### config.mk
export PLATFORM = sky130hd
export DESIGN_NAME = spi_flash_cmd_sequencer
export DESIGN_NICKNAME = d
export VERILOG_FILES = /design/src/rtl/spi_flash_pkg.sv /design/src/rtl/spi_flash_cmd_sequencer_cs_timer.sv /design/src/rtl/spi_flash_cmd_sequencer.sv
export SDC_FILE = /design/constraint.sdc
export NUM_CORES = 1
export LEC_CHECK = 0
export BUFFER_PORTS_ARGS = -buffer_cell sky130_fd_sc_hd__buf_2
export CAP_MARGIN = 0
export CORE_ASPECT_RATIO = 0.5
export CORE_MARGIN = 2
export CORE_UTILIZATION = 58
export DETAILED_ROUTE_END_ITERATION = 16
export PLACE_DENSITY_LB_ADDON = 0.12
export SYNTH_ARGS = -nofsm -noshare
export SYNTH_HDL_FRONTEND = slang
export SYNTH_SLANG_ARGS = --single-unit
### constraint.sdc
create_clock -name clk -period 3.9 [get_ports clk]
set_clock_uncertainty 0.2 [all_clocks]
set_input_delay 0.195 -clock clk [delete_from_list [all_inputs] [get_ports clk]]
set_output_delay 0.195 -clock clk [all_outputs]
set_load 0.02 [all_outputs]
### src/rtl/spi_flash_pkg.sv
// Shared constants, state encoding and helpers for the SPI flash command sequencer.
package spi_flash_pkg;

    localparam logic [7:0] OP_RDID = 8'h9F;
    localparam logic [7:0] OP_READ = 8'h03;
    localparam logic [7:0] OP_RDSR = 8'h05;
    localparam logic [7:0] OP_WREN = 8'h06;

    localparam int ADDR_BYTES = 3;
    localparam int TIMER_W    = 8;

    typedef enum logic [2:0] {
        ST_IDLE     = 3'd0,
        ST_CS_SETUP = 3'd1,
        ST_OPCODE   = 3'd2,
        ST_ADDR     = 3'd3,
        ST_READ     = 3'd4,
        ST_CS_HOLD  = 3'd5,
        ST_CS_GAP   = 3'd6
    } seq_state_e;

    // Address goes out MSB byte first: index 0 is addr[23:16].
    function automatic logic [7:0] addr_byte(input logic [23:0] addr, input logic [1:0] idx);
        case (idx)
            2'd0:    addr_byte = addr[23:16];
            2'd1:    addr_byte = addr[15:8];
            default: addr_byte = addr[7:0];
        endcase
    endfunction

endpackage

### src/rtl/spi_flash_cmd_sequencer_cs_timer.sv
// Loadable down-counter with zero flag; times the CS setup, hold and idle gaps.
module spi_cs_timer #(
    parameter int W = 8
) (
    input  logic         clk,
    input  logic         reset,
    input  logic         load_i,
    input  logic [W-1:0] load_val_i,
    output logic         zero_o
);

    logic [W-1:0] cnt_q, cnt_d;

    always_comb begin
        cnt_d = cnt_q;
        if (load_i) begin
            cnt_d = load_val_i;
        end else if (cnt_q != '0) begin
            cnt_d = cnt_q - 1'b1;
        end
    end

    always_ff @(posedge clk) begin
        if (reset) begin
            cnt_q <= '0;
        end else begin
            cnt_q <= cnt_d;
        end
    end

    assign zero_o = (cnt_q == '0);

endmodule

### src/rtl/spi_flash_cmd_sequencer.sv
// Command-level SPI flash controller: sequences chip select and a byte shifter through
// opcode, address and read phases. Handshake: a command transfers on the edge where valid && ready.
module spi_flash_cmd_sequencer
    import spi_flash_pkg::*;
#(
    parameter int LEN_W        = 8,
    parameter int CS_SETUP_CYC = 2,
    parameter int CS_HOLD_CYC  = 2,
    parameter int CS_IDLE_CYC  = 4
) (
    input  logic             clk,
    input  logic             reset,
    input  logic             cmd_valid_i,
    output logic             cmd_ready_o,
    input  logic [7:0]       cmd_opcode_i,
    input  logic             cmd_has_addr_i,
    input  logic [23:0]      cmd_addr_i,
    input  logic [LEN_W-1:0] cmd_rd_len_i,
    output logic [7:0]       rd_data_o,
    output logic             rd_valid_o,
    output logic             busy_o,
    output logic             done_o,
    output logic             spi_cs_n_o,
    output logic             xfer_start_o,
    output logic [7:0]       xfer_tx_o,
    input  logic             xfer_done_i,
    input  logic [7:0]       xfer_rx_i,
    output seq_state_e       state_o
);

    localparam logic [TIMER_W-1:0] SETUP_LOAD = TIMER_W'(CS_SETUP_CYC - 1);
    localparam logic [TIMER_W-1:0] HOLD_LOAD  = TIMER_W'(CS_HOLD_CYC - 1);
    localparam logic [TIMER_W-1:0] IDLE_LOAD  = TIMER_W'(CS_IDLE_CYC - 1);
    localparam logic [1:0]         LAST_ADDR  = 2'(ADDR_BYTES - 1);

    seq_state_e       state_q, state_d;
    logic [7:0]       opcode_q, opcode_d;
    logic             has_addr_q, has_addr_d;
    logic [23:0]      addr_q, addr_d;
    logic [LEN_W-1:0] rd_cnt_q, rd_cnt_d;
    logic [1:0]       byte_cnt_q, byte_cnt_d;
    logic             cs_n_q, cs_n_d;
    logic             start_q, start_d;
    logic [7:0]       tx_q, tx_d;
    logic             rd_valid_q, rd_valid_d;
    logic [7:0]       rd_data_q, rd_data_d;
    logic             done_q, done_d;
    logic             timer_load;
    logic [TIMER_W-1:0] timer_val;
    logic             timer_zero;

    spi_cs_timer #(.W(TIMER_W)) u_cs_timer (
        .clk        (clk),
        .reset      (reset),
        .load_i     (timer_load),
        .load_val_i (timer_val),
        .zero_o     (timer_zero)
    );

    always_comb begin
        state_d    = state_q;
        opcode_d   = opcode_q;
        has_addr_d = has_addr_q;
        addr_d     = addr_q;
        rd_cnt_d   = rd_cnt_q;
        byte_cnt_d = byte_cnt_q;
        cs_n_d     = cs_n_q;
        tx_d       = tx_q;
        rd_data_d  = rd_data_q;
        start_d    = 1'b0;
        rd_valid_d = 1'b0;
        done_d     = 1'b0;
        timer_load = 1'b0;
        timer_val  = '0;
        case (state_q)
            ST_IDLE: begin
                if (cmd_valid_i) begin
                    opcode_d   = cmd_opcode_i;
                    has_addr_d = cmd_has_addr_i;
                    addr_d     = cmd_addr_i;
                    rd_cnt_d   = cmd_rd_len_i;
                    cs_n_d     = 1'b0;
                    timer_load = 1'b1;
                    timer_val  = SETUP_LOAD;
                    state_d    = ST_CS_SETUP;
                end
            end
            ST_CS_SETUP: begin
                if (timer_zero) begin
                    start_d = 1'b1;
                    tx_d    = opcode_q;
                    state_d = ST_OPCODE;
                end
            end
            ST_OPCODE: begin
                if (xfer_done_i) begin
                    if (has_addr_q) begin
                        start_d    = 1'b1;
                        tx_d       = addr_byte(addr_q, 2'd0);
                        byte_cnt_d = 2'd0;
                        state_d    = ST_ADDR;
                    end else if (rd_cnt_q != '0) begin
                        start_d = 1'b1;
                        tx_d    = 8'h00;
                        state_d = ST_READ;
                    end else begin
                        timer_load = 1'b1;
                        timer_val  = HOLD_LOAD;
                        state_d    = ST_CS_HOLD;
                    end
                end
            end
            ST_ADDR: begin
                if (xfer_done_i) begin
                    if (byte_cnt_q != LAST_ADDR) begin
                        byte_cnt_d = byte_cnt_q + 2'd1;
                        start_d    = 1'b1;
                        tx_d       = addr_byte(addr_q, byte_cnt_q + 2'd1);
                    end else if (rd_cnt_q != '0) begin
                        start_d = 1'b1;
                        tx_d    = 8'h00;
                        state_d = ST_READ;
                    end else begin
                        timer_load = 1'b1;
                        timer_val  = HOLD_LOAD;
                        state_d    = ST_CS_HOLD;
                    end
                end
            end
            ST_READ: begin
                // Entered only with a non-zero count, so the decrement never wraps.
                if (xfer_done_i) begin
                    rd_valid_d = 1'b1;
                    rd_data_d  = xfer_rx_i;
                    rd_cnt_d   = rd_cnt_q - 1'b1;
                    if (rd_cnt_q == LEN_W'(1)) begin
                        timer_load = 1'b1;
                        timer_val  = HOLD_LOAD;
                        state_d    = ST_CS_HOLD;
                    end else begin
                        start_d = 1'b1;
                        tx_d    = 8'h00;
                    end
                end
            end
            ST_CS_HOLD: begin
                if (timer_zero) begin
                    cs_n_d     = 1'b1;
                    done_d     = 1'b1;
                    timer_load = 1'b1;
                    timer_val  = IDLE_LOAD;
                    state_d    = ST_CS_GAP;
                end
            end
            ST_CS_GAP: begin
                if (timer_zero) begin
                    state_d = ST_IDLE;
                end
            end
            default: begin
                cs_n_d  = 1'b1;
                state_d = ST_IDLE;
            end
        endcase
    end

    always_ff @(posedge clk) begin
        if (reset) begin
            state_q    <= ST_IDLE;
            opcode_q   <= '0;
            has_addr_q <= 1'b0;
            addr_q     <= '0;
            rd_cnt_q   <= '0;
            byte_cnt_q <= '0;
            cs_n_q     <= 1'b1;
            start_q    <= 1'b0;
            tx_q       <= '0;
            rd_valid_q <= 1'b0;
            rd_data_q  <= '0;
            done_q     <= 1'b0;
        end else begin
            state_q    <= state_d;
            opcode_q   <= opcode_d;
            has_addr_q <= has_addr_d;
            addr_q     <= addr_d;
            rd_cnt_q   <= rd_cnt_d;
            byte_cnt_q <= byte_cnt_d;
            cs_n_q     <= cs_n_d;
            start_q    <= start_d;
            tx_q       <= tx_d;
            rd_valid_q <= rd_valid_d;
            rd_data_q  <= rd_data_d;
            done_q     <= done_d;
        end
    end

    assign cmd_ready_o  = (state_q == ST_IDLE);
    assign busy_o       = (state_q != ST_IDLE);
    assign done_o       = done_q;
    assign spi_cs_n_o   = cs_n_q;
    assign xfer_start_o = start_q;
    assign xfer_tx_o    = tx_q;
    assign rd_valid_o   = rd_valid_q;
    assign rd_data_o    = rd_data_q;
    assign state_o      = state_q;

endmodule
==> metrics, run 1 <==
status finished, final reports clean; PD cells 625 nW/um^2; diode count 0; Hold Crit Class input port to flip-flop; Seq/Total Area, Yosys a little over two fifths; Peak supply drop about 440 uV; reg2reg setup slack 1380 ps; area added between synthesis and finish 32.2%; relative slew slack between 40% and 50%; Cell variety after synth 59; first-pass GRT wire length 16,400 um; Setup-failing EPs final 0; total power approximately 2.9 mW; pin count of the biggest net entering global routing 37; Synth async-reset ratio 0%; # rows 19; H-Tree Depth 3; Via density 5.91; core area 5630 um^2; WP data arrival 2590 ps; CTS resizes 0; hpwl dp 5720 um; routed via count 3,675; vias in the first global route 3,468; final design utilization just over 80%; Worst EP required 3970 ps; Die Y 58.8 um; CTS tree done; Synthesized Nets 496; initial DRC count 394; Fmax 0.397 GHz; total negative slack 0 ps; I/O pin count 78; design area 4610 um^2; Die W approximately 110 um; RSZ-0062 raised after global routing false; Yosys top cell area share 42.5%; Syn Std Cell Area 3490 um^2; post-layout minimum cycle time 2520 ps; count of port buffers added during placement 77; initial antenna violation count 0; die area 6680 um^2; Setup CP Type flip-flop to flip-flop; clk_lat worst skew 340 ps; DRC 0; Least-Margin Pin Slew 772 ps; clk buf depth 2; CTS sink count 74; Final Cycle Share 64.6%; Clock Tree Root clkbuf_16; top-count cell post-synth nand2_1; Yosys Warn Count 0; RePlAce Congestion 0.861; CTS Buf Count 9; Post-Route WL a little over 10,000 um; crit path capture type flip-flop; cell taking the most area after synthesis dfxtp_1; wire per inst between 15 and 20 um; Final nets 604; Total Routing Usage GR 32.0%; leakage 1.87 nW; MaxCap Viol Count 0; Final Max Tran Viols 0; Setup crit start kind flip-flop; gr ovfl total 0; Initial Utilization 61.9%; FILL cells 341; First-pass DRT Iterations 7; Worst-path clk slew 60 ps; ANT nets after route 0; Most used DFF post-synth dfxtp_1; layout cell share with drive strength beyond 1 20.6%; Post-Syn Instances 436; final hold violations 0; Mapped Avg Cell Area 8.00 um^2; count of flip-flops with a built-in enable after synthesis 0; synth top area cells dfxtp_1, nand2_1, a21oi_1; Placed Area 3860 um^2; largest fanout on the critical path 23; number of synthesized register bits 74; Commonest cells post-synth nand2_1, dfxtp_1, a21oi_1
==> metrics by stage <==
step	setup WS, ps	hold slack (ps)	std cells
after floorplan	1900	131	436
after detailed placement	1450	242	562
final	1380	24.6	622
after global routing	1170	56.4	622
after CTS	1440	15.5	622
after global placement	1560	239	562
==> logic make-up (layout without fill, tap and decap cells) <==
logic type | after synthesis | after routing | synth area share, %
compound gates | 122 | 122 | 22.5
xor+xnor | 4 | 4 | 1.00
fa+ha+maj | 7 | 7 | 2.51
buf+inv | 40 | 153 | 5.10
flops | 74 | 74 | 42.5
mux | 1 | 1 | 0.323
simple gates | 188 | 188 | 26.0
==> path summary, 6_finish.rpt <==
kind                        start            to  cells after the start
hold / removal    cmd_rd_len_i[1]   rd_cnt_q[1]                      3
setup / recovery       state_o[0]  xfer_tx_o[5]                      5
setup reg to reg       state_o[0]  xfer_tx_o[5]                      5
hold reg to reg         addr_q[1]     addr_q[1]                      2
==> worst max-delay path, cell delays in order, from the launching register on <==
cell and delay [ps]:
dfxtp_1 820, nand2b_1 260, or3b_1 470, a21oi_2 340, a222oi_1 170, o2bb2ai_1 180
==> flip-flops by register name (all words and copies together) (netlist names) <==
register	flops
spi_cs_n_o	1
opcode_q	8
addr_q	24
rd_data_o	8
has_addr_q	1
state_o	3
rd_valid_o	1
rd_cnt_q	8
u_cs_timer.cnt_q	8
done_o	1
xfer_start_o	1
xfer_tx_o	8
byte_cnt_q	2
==> where the power goes <==
part / internal, mW / switching, mW / total [mW]
logic: 0.392 / 0.599 / 0.991
registers: 0.890 / 0.152 / 1.04
clock network: 0.514 / 0.335 / 0.848
==> area by class of cell <==
type | instances | area [um^2] | share of cell area, %
clock inverter | 6 | 65.1 | 1.41
sequential | 74 | 1480 | 32.1
tap | 73 | 91.3 | 1.98
timing repair buffer | 126 | 863 | 18.7
inverter | 11 | 41.3 | 0.896
clock buffer | 10 | 239 | 5.19
multi-input combinational | 322 | 1830 | 39.6
==> layout by cell type (no fill, tap or decap), drive strengths merged, types with 2 or more instances in the layout <==
master and n:
nand2 107, buf 82, dfxtp 74, a21oi 55, dlygate4sd3 44, nor2 37, o21ai 18, inv 12
clkbuf 10, o2bb2ai 8, nand3 8, a222oi 7, ha 7, a211oi 7, nor2b 5, nand2b 4
xnor2 4, o22ai 4, nand4 3, a22o 3, nand3b 3, a2bb2oi 3, a22oi 3, nor3 3
or3b 3, clkinv 3, o211ai 2, nor4bb 2, or3 2, and2 2, nor4 2, o31ai 2
a31oi 2, nor4b 2, o21bai 2
==> layer usage <==
layer	track usage, %	part of all wire (%)
met5	0	0
met4	17.8	4.1
met3	9.37	8.6
met2	53.4	47
met1	38.0	40
==> what timing repair did <==
item | in CTS | in global routing
hold buffers | 44 | 0
setup buffers | 0 | 0
endpoints found under the hold margin | 44 | 0
No activity file was read; power rests on OpenSTA's default activity.
==> run 2, diff against run 1 <==
CORE_UTILIZATION = 49   (was 58)
clock period = 2.2 ns   (was 3.9 ns; I/O delays follow)
==> metrics, run 2 (same netlist as run 1, synthesis figures left out) <==
PD cells approximately 1100 nW/um^2; ANT nets after route 0; CTS Buf Count 9; NetSw roughly 1.9 mW; RSZ-0062 raised after global routing true; initial antenna violation count 0; hpwl dp roughly 6000 um; Internal 3.44 mW; FILL cells 553; leakage 1.98 nW; Initial Utilization 51.4%; vias in the first global route around 3,400; I/O pin count between 70 and 80; die area ~7800 um^2; Via density about 5.4; CTS tree done; area added between synthesis and finish 39.3%; crit path capture type flip-flop; Peak supply drop 597 uV; First-pass DRT Iterations 6; pin count of the biggest net entering global routing 51; diode count 0; max reg flops 24; Least-Margin Pin Slew 536 ps; Hold Crit Class input port to flip-flop; Die Y about 64 um; first-pass GRT wire length 15,900 um; design area a little under 5000 um^2; final hold violations 0; CTS sink count 74; CP startpoint byte_cnt_q[0]; clk buf depth 2; Hold Startpoint cmd_valid_i; Final Max Tran Viols 0; RePlAce Congestion roughly 0.84; reg2reg start byte_cnt_q[0]; post-layout minimum cycle time 2080 ps; H-Tree Depth 3; gr ovfl total 0; status finished, final reports clean; Fmax 0.480 GHz; # rows 21; largest fanout on the critical path 8; Combinational Power Share 35.9%; hold slack 55.4 ps; wire per inst 14.2 um; Post-Route WL 9380 um; most frequent cells in the layout nand2_1, buf_2, dfxtp_1; relative slew slack between 60% and 70%; Total Routing Usage GR 26.0%; Placed Area 4000 um^2; most flop-heavy register addr_q; initial DRC count 265; Setup crit start kind flip-flop; Final nets 623; Sw Ratio a little over a third; MaxCap Viol Count 0; DRC 0; final design utilization 71.7%; Setup CP Type flip-flop to flip-flop; final worst slack 116 ps; most common cell after layout, fill and taps aside nand2_1; Clock Tree Root clkbuf_16; M1 wire length 4260 um; Final Cycle Share 94.7%; Worst-path clk slew 60 ps; Clock power frac slightly above 30%; Setup-failing EPs final 0; Die W ~120 um; layout cell share with drive strength beyond 1 22.2%; WP data arrival 2100 ps; total power about 5.3 mW; DR WL met2 4400 um; count of port buffers added during placement 77; post-place setup slack 87.5 ps; clk_lat worst skew roughly 340 ps; met3 wire len 519 um; Worst EP required 2220 ps; Sequential Power Share 33.2%; top routing layer in use met4; core area 6780 um^2; routed via count between 3,000 and 4,000
## run 2: cell types whose count changed in the layout (fill, tap and decap cells not counted), sizes merged
| cell | delta |
|---|---|
| dlygate4sd3 | +7 |
| clkinvlp | -1 |
| inv | +1 |
| bufinv | +1 |
| clkbuf | +1 |
| buf | +12 |
| clkinv | -2 |
## run 2: critical path, cell delays in order, from the launching register on
cell       delay [ps]
dfxtp_1           360
inv_1              90
ha_1              210
buf_4             140
a21oi_1           250
o211ai_1          170
a22o_1            360
o2bb2ai_1         170
## run 2: worst paths after layout
check             cells after the start  slack [ps]      endpoint
setup reg to reg                      7         120  xfer_tx_o[4]
hold / removal                        4          60   rd_cnt_q[0]
setup / recovery                      7         120  xfer_tx_o[4]
hold reg to reg                       2         250  rd_data_o[3]
## run 2: area by class of cell
class	count	area (um^2)	area share (%)
multi-input combinational	322	1840	37.8
timing repair buffer	145	1050	21.6
tap	92	115	2.37
inverter	11	41.3	0.850
sequential	74	1480	30.5
clock inverter	5	82.6	1.70
clock buffer	11	253	5.20
## run 2: routing by layer
layer | up-vias | GRT usage, %
met4 | 0 | 9.38
met3 | 22 | 8.24
met1 | 1635 | 32.5
li1 | 1787 | -
met2 | 111 | 42.1
met5 | - | 0
## run 2: what timing repair did
item | in CTS | in global routing
endpoints found under the hold margin | 50 | 0
gates resized for setup | 0 | 2
hold buffers | 51 | 0
setup buffers | 0 | 0
endpoints found under the setup margin | 0 | 11
## run 2: metrics by stage
step                      TNS, ps  instances
after floorplan                 0        436
after global placement          0        593
after detailed placement        0        593
after CTS                       0        660
after global routing        -7.76        660
final                           0        660
## run 2: power by group through the flow
stage          clock [mW]  sequential [mW]  combinational (mW)
2_1_floorplan           0             1.80                1.33
3_3_place_gp            0             1.79                1.79
3_5_place_dp            0             1.79                1.82
4_1_cts              1.66             1.76                1.90
5_1_grt              1.73             1.80                2.13
6_report             1.64             1.77                1.91
